$ cat config.mk
export PLATFORM = sky130hd
export DESIGN_NAME = writeback_cycle
export DESIGN_NICKNAME = d
export VERILOG_FILES = /design/src/rtl/writeback_cycle.sv
export SDC_FILE = /design/constraint.sdc
export NUM_CORES = 1
export LEC_CHECK = 0
export CORE_MARGIN = 2
export CORE_UTILIZATION = 35
export CTS_CLUSTER_SIZE = 40
export DETAILED_ROUTE_END_ITERATION = 8
export PLACE_DENSITY_LB_ADDON = 0.05
export SETUP_SLACK_MARGIN = 0.2
export SKIP_CTS_REPAIR_TIMING = 1
export SLEW_MARGIN = 20
export SYNTH_ARGS = -nofsm -noshare
export SYNTH_HDL_FRONTEND = slang
export SYNTH_SLANG_ARGS = --single-unit
$ cat constraint.sdc
create_clock -name clk -period 9.72 [get_ports clk]
set_input_delay 1.944 -clock clk [delete_from_list [all_inputs] [get_ports clk]]
set_output_delay 1.944 -clock clk [all_outputs]
set_load 0.02 [all_outputs]
$ cat src/rtl/writeback_cycle.sv
// writeback_cycle: EX/MEM/WB register-write path with load extension.
// Optional MEM/WB forwarding ports enabled by WRITEBACK_FORWARD_EN.
module writeback_cycle #(
  parameter int XLEN           = 64,
  parameter int REGISTER_SIZE  = 5,
  parameter int LOAD_TYPE_SIZE = 3
) (
  input  logic                      clk,
  input  logic                      rst,
  input  logic                      d_to_e_enable_ff,
  input  logic                      rf_write_enable,
  input  logic [REGISTER_SIZE-1:0]  rf_write_addr,
  input  logic [1:0]                rf_write_data_sel,
  input  logic                      dm_read_enable,
  input  logic [LOAD_TYPE_SIZE-1:0] dm_load_type,
  input  logic [XLEN-1:0]           PC_in,
  input  logic [XLEN-1:0]           alu_data_out,
  input  logic [XLEN-1:0]           dm_read_data,
  input  logic                      mem_stall,
  output logic                      rf_writeback_enable,
  output logic [REGISTER_SIZE-1:0]  rf_writeback_addr,
  output logic [XLEN-1:0]           rf_writeback_data,
  output logic                      load_pending,
  output logic                      fwd_mem_valid,
  output logic [REGISTER_SIZE-1:0]  fwd_mem_addr,
  output logic [XLEN-1:0]           fwd_mem_data,
  output logic                      fwd_wb_valid,
  output logic [REGISTER_SIZE-1:0]  fwd_wb_addr,
  output logic [XLEN-1:0]           fwd_wb_data
);

  localparam logic [1:0] SEL_ALU  = 2'b00;
  localparam logic [1:0] SEL_LOAD = 2'b01;
  localparam logic [1:0] SEL_PC4  = 2'b10;
  localparam logic [1:0] SEL_NONE = 2'b11;

  typedef struct packed {
    logic                      valid;
    logic                      we;
    logic [REGISTER_SIZE-1:0]  rd;
    logic [1:0]                sel;
    logic                      is_load;
    logic [LOAD_TYPE_SIZE-1:0] lt;
    logic [XLEN-1:0]           val;
  } stage_t;

  typedef struct packed {
    logic                     valid;
    logic                     we;
    logic [REGISTER_SIZE-1:0] rd;
    logic [XLEN-1:0]          val;
  } wb_t;

  stage_t ex_q, mem_q;
  stage_t ex_d, mem_d;
  wb_t    wb_q, wb_d;

  function automatic logic [XLEN-1:0] load_ext(
    input logic [LOAD_TYPE_SIZE-1:0] t,
    input logic [XLEN-1:0]           d
  );
    logic [XLEN-1:0] r;
    r = d;
    case (t[2:0])
      3'b000: r = {{(XLEN-8){d[7]}}, d[7:0]};
      3'b001: r = {{(XLEN-16){d[15]}}, d[15:0]};
      3'b010: r = {{(XLEN-32){d[31]}}, d[31:0]};
      3'b100: r = {{(XLEN-8){1'b0}}, d[7:0]};
      3'b101: r = {{(XLEN-16){1'b0}}, d[15:0]};
      3'b110: r = {{(XLEN-32){1'b0}}, d[31:0]};
      default: r = d;
    endcase
    return r;
  endfunction

  // Decode controls into EX; x0 and "no write" never set we
  always_comb begin
    ex_d         = '0;
    ex_d.valid   = d_to_e_enable_ff;
    ex_d.we      = rf_write_enable
                 && (rf_write_data_sel != SEL_NONE)
                 && (rf_write_addr != '0);
    ex_d.rd      = rf_write_addr;
    ex_d.sel     = rf_write_data_sel;
    ex_d.is_load = dm_read_enable;
    ex_d.lt      = dm_load_type;
    ex_d.val     = PC_in;
  end

  // EX to MEM: pick ALU result or link address
  always_comb begin
    mem_d = ex_q;
    unique case (1'b1)
      ex_q.sel == SEL_PC4: mem_d.val = ex_q.val + XLEN'(4);
      ex_q.sel == SEL_ALU: mem_d.val = alu_data_out;
      default:             mem_d.val = alu_data_out;
    endcase
  end

  // MEM to WB: loads take extended memory data
  always_comb begin
    wb_d       = '0;
    wb_d.valid = mem_q.valid;
    wb_d.we    = mem_q.we;
    wb_d.rd    = mem_q.rd;
    if (mem_q.sel == SEL_LOAD)
      wb_d.val = load_ext(mem_q.lt, dm_read_data);
    else
      wb_d.val = mem_q.val;
  end

  // Pipeline advance; a stall freezes EX/MEM and bubbles WB
  always_ff @(posedge clk or posedge rst) begin
    if (rst) begin
      ex_q  <= '0;
      mem_q <= '0;
      wb_q  <= '0;
    end else if (mem_stall) begin
      wb_q  <= '0;
    end else begin
      ex_q  <= ex_d;
      mem_q <= mem_d;
      wb_q  <= wb_d;
    end
  end

  assign rf_writeback_enable = wb_q.valid & wb_q.we;
  assign rf_writeback_addr   = wb_q.rd;
  assign rf_writeback_data   = rf_writeback_enable ? wb_q.val : '0;

  assign load_pending = (ex_q.valid & ex_q.is_load)
                      | (mem_q.valid & mem_q.is_load);

`ifdef WRITEBACK_FORWARD_EN
  assign fwd_mem_valid = mem_q.valid & mem_q.we & ~mem_q.is_load;
  assign fwd_mem_addr  = mem_q.rd;
  assign fwd_mem_data  = mem_q.val;
  assign fwd_wb_valid  = rf_writeback_enable;
  assign fwd_wb_addr   = wb_q.rd;
  assign fwd_wb_data   = rf_writeback_data;
`else
  assign fwd_mem_valid = 1'b0;
  assign fwd_mem_addr  = '0;
  assign fwd_mem_data  = '0;
  assign fwd_wb_valid  = 1'b0;
  assign fwd_wb_addr   = '0;
  assign fwd_wb_data   = '0;
`endif

endmodule
=== After elaboration in Yosys (flattened, before gate mapping) ===
Cells that the tools add are included.

* Reduce and logical (&&, ||, !) cells: 4
* $add $sub $neg: 1
* Bitwise logic cells: 4
* Equal/unequal tests: 8
* Muxes and demuxes: 5

{| class="wikitable"
|+ Operators by type and width
! operator !! count
|-
| 64-bit case mux with 6 select lines || 1
|-
| 64-bit two-way mux || 3
|-
| 71-bit two-way mux || 1
|-
| 64-bit by 3-bit adder with 64-bit output, second input constant || 1
|-
| 3-bit == test, second input constant || 3
|-
| 5-bit nonzero test || 1
|-
| 1-bit AND || 3
|-
| 3-bit by 1-bit == test with 1-bit output, second input constant || 1
|-
| 3-bit by 2-bit == test with 1-bit output, second input constant || 1
|-
| 3-bit logical NOT || 1
|-
| 2-bit by 1-bit == test with 1-bit output, second input constant || 1
|-
| 2-bit == test, second input constant || 1
|-
| 1-bit logical AND || 2
|-
| 2-bit != test, second input constant || 1
|-
| 1-bit OR || 1
|}

* Flip-flop bits (word level): 225
* Logic and storage cells: 40

=== Logic depth before layout (Yosys ltp) ===
* Depth in word-level cells: 4
* Gate-level depth with buffers: 8
* Depth with buffers taken out: 7

=== Worst setup path before layout ===
No wires, ideal clock.

* Path type: input to register
* Start: in mem_stall
* End: reg ex_q[17] (netlist bit)
* Library setup time: 0.125 ns
* Arrival: 3.114 ns
* Path slack: 6.481 ns
* Stages: 4
* Cell sequence: clkbuf_1 > clkbuf_1 > clkbuf_1 > mux2_2

{| class="wikitable"
|+ RTL lines
! what !! line !! source
|-
| start: declaration || 19 || <nowiki>input logic mem_stall,</nowiki>
|-
| end signal: assignment || 115 || <nowiki>ex_q <= '0;</nowiki>
|-
| end signal: assignment || 121 || <nowiki>ex_q <= ex_d;</nowiki>
|-
| end: declaration || 54 || <nowiki>stage_t ex_q, mem_q;</nowiki>
|}

No word-level cell between the ends.

=== Worst setup path in the final report ===
* Start: reg wb_q[70] (netlist bit)
* End: out rf_writeback_data[33]

* Cells in the longest elaborated chain, start to end: 2

{| class="wikitable"
|+ RTL lines
! what !! line !! source
|-
| start: declaration || 56 || <nowiki>wb_t wb_q, wb_d;</nowiki>
|-
| start signal: assignment || 123 || <nowiki>wb_q <= wb_d;</nowiki>
|-
| 1-bit AND || 127 || <nowiki>assign rf_writeback_enable = wb_q.valid & wb_q.we;</nowiki>
|-
| 64-bit two-way mux || 129 || <nowiki>assign rf_writeback_data = rf_writeback_enable ? wb_q.val : '0;</nowiki>
|-
| end: declaration || 22 || <nowiki>output logic [XLEN-1:0] rf_writeback_data,</nowiki>
|}

No other way between the ends.

==> run metrics <==
Starting Density between 30% and 40%; sw frac 30.2%; largest area contributor in the netlist dfrtp_1; Rel. slew slack 31.5%; Setup violations, final 0; antenna violations before repair 4; Worst Reg-to-Reg Cells 6; Leakage about 0.0067 uW; Final Cycle Share 43.5%; fmax 0.237 GHz; Min Hold Slack 476 ps; Hold Crit Class register to register; dpl ws 5120 ps; Clock Tree Root clkbuf_16; NetSw 783 uW; clk_lat worst skew approximately 560 ps; CP Class register to output port; RSZ-0062 raised after global routing no; register area share after synthesis 46.7%; die width 190 um; Syn Inst Count 1261; first-pass GRT wire length 57.6 mm; final hold vios 0; synth unique cells 51; CP required approximately 7800 ps; die area between 30000 and 40000 um^2; Worst Hold Depth 2; IO Port Bufs approximately 280; critical path, cell by cell buf_4, and3_1, clkdlybuf4s50_1; Clk network pwr share 36.7%; Avg Vias per Cell approximately 4.9; Avg Inst Size Synth 9.57 um^2; Worst VDD drop 0.140 mV; Core Footprint 33700 um^2; die height 190 um; ys async rst share 100%; share of cells above drive strength 1 between 10% and 20%; Routed WL a little under 40 mm; nets 1699; Layout area overhead 28.2%; HPWL Detailed 28.6 mm; Slew Viols, Final 0; Clock Tree Buf Depth 3; drt first-iter violations 685; final critical-path required period between 4000 and 5000 ps; worst-path maximum fanout 65; Setup Skew about 20 ps; total negative slack 0 ps; htree depth 1; number of enable flip-flop cells after synthesis 0; final instance area 15500 um^2; slowest stage delay, CP 640 ps; Ports about 420; WL/cell 19.8 um; num rows 67; Setup crit start kind register; post-synthesis register bit count 225; global route overflow 0; Max Cap Viol 0; internal power 1810 uW; clk sinks 225; DRC viols 0; largest cells by area after synthesis dfrtp_1 (47%), buf_4 (9.0%), mux2_2 (8.3%); share of the synthesized area in the top cell type 46.7%; slowest stage cell, crit path clkdlybuf4s50_1; critical path capture point type output port; Tot GR Track Use 21.0%; vias in the first global route a little over 9000; fin worst setup slack 5500 ps; Num CTS Buffers 27; critical path data arrival time 2280 ps; GP Congestion 0.799; Post-DP Area 14600 um^2; DRT antenna net count 0; CTS tree yes; run status completed; sequential share of power about 44%; Primary FF master, synth dfrtp_1; largest net degree at the start of global routing 129; Worst-Margin Slew between 1000 and 1500 ps; overall power between 2000 and 3000 uW; DRT Pass-1 Iters 5; Synth warnings 0; combinational power share between 10% and 20%; Vias 9592; PwrDens ~170 nW/um^2; post-synthesis cell area 12100 um^2; clock slew at reported path FFs 50 ps
## worst max-delay path, delay by kind of cell, from the launching register on
family	cells	cell delay [ps]
flops	1	320
buf+inv	2	1110
simple gates	1	290
## per-stage QoR
stage                     utilization [%]  std cells
after global routing                 45.9       1959
after CTS                            45.9       1955
after detailed placement             43.4       1909
after global placement               43.4       1909
after floorplan                         -       1400
final                                45.9       1959
## cells in the mapped netlist (2+ instances only)
| library cell | number |
|---|---|
| nand2_1 | 149 |
| nand4_4 | 2 |
| and2_1 | 3 |
| nand2b_1 | 3 |
| o2111ai_1 | 2 |
| nor4_4 | 2 |
| buf_4 | 145 |
| a21oi_1 | 88 |
| dfrtp_1 | 225 |
| o221ai_1 | 15 |
| or4_1 | 2 |
| inv_1 | 8 |
| nand4_1 | 20 |
| nor3_1 | 22 |
| buf_1 | 10 |
| and4_1 | 6 |
| mux2i_1 | 7 |
| and3_1 | 79 |
| nor2_1 | 57 |
| clkbuf_1 | 73 |
| xnor2_1 | 33 |
| o211ai_1 | 33 |
| nand3_1 | 26 |
| nor4_1 | 12 |
| xor2_1 | 15 |
| o21ai_0 | 93 |
| nor2b_1 | 10 |
| o21ai_1 | 3 |
| mux2_2 | 89 |
| o31a_1 | 3 |
| or3_1 | 6 |
## power groups by stage
stage	combinational (uW)	sequential, uW	clock, uW
after floorplan	362	1120	0
after global placement	495	1160	0
after CTS	500	1140	970
final	496	1150	950
after global routing	548	1160	1010
after detailed placement	498	1160	0
## area by class of cell
type	instances	area, um^2
sequential	225	5630
fill	3282	18200
inverter	8	37.5
tap	448	561
antenna	4	10.0
clock buffer	39	771
multi-input combinational	937	5530
clock inverter	7	50.0
timing repair buffer	291	2880
## cells in the final DEF (no fill, tap or decap), types with 8 or more instances in the layout
master,count
conb_1,140
nor2b_1,8
buf_4,13
nand3_1,26
xor2_1,15
nor3_1,22
o221ai_1,15
nand4_1,20
nor2_1,57
xnor2_1,33
clkdlybuf4s50_1,277
o211ai_1,33
dfrtp_1,225
nor4_1,12
mux2_2,89
clkbuf_16,27
nand2_1,148
and3_1,79
a21oi_1,88
o21ai_0,93
## registers in the layout, indices dropped and copies added (netlist names)
register	flops
rf_writeback_addr	5
ex_q	77
mem_q	77
wb_q	66
## final timing paths
kind                                 from                     to  slack, ps
max in group asynchronous             rst               wb_q[48]       5820
worst min register to register  mem_q[23]              mem_q[23]        480
worst max register to register   ex_q[17]              mem_q[40]       6670
worst max-delay path             wb_q[70]  rf_writeback_data[33]       5500
worst min-delay path            mem_q[23]              mem_q[23]        480
min in group asynchronous             rst                wb_q[1]       1970
## kinds of logic (layout without fill, tap and decap cells)
logic type               count (synthesis)  after routing  share of synthesized area, %
AO/OA/AOI/OAI                          244            244                          11.6
XOR/XNOR                                48             48                          3.48
adder cells (fa/ha/maj)                  1              1                         0.104
buffers and inverters                  238            345                          12.0
flip-flops                             225            225                          46.7
multiplexers                            96             96                          8.89
other                                    1            144                        0.0311
AND/OR/NAND/NOR                        408            408                          17.2
## per-layer routing
layer	up-vias	part of all wire (%)	global-route usage (%)
li1	4587	-	-
met1	4639	46	29.8
met2	324	47	33.6
met3	42	4.7	2.88
met4	0	2.1	6.17
met5	-	0	0
No activity file was read; power rests on OpenSTA's default activity.
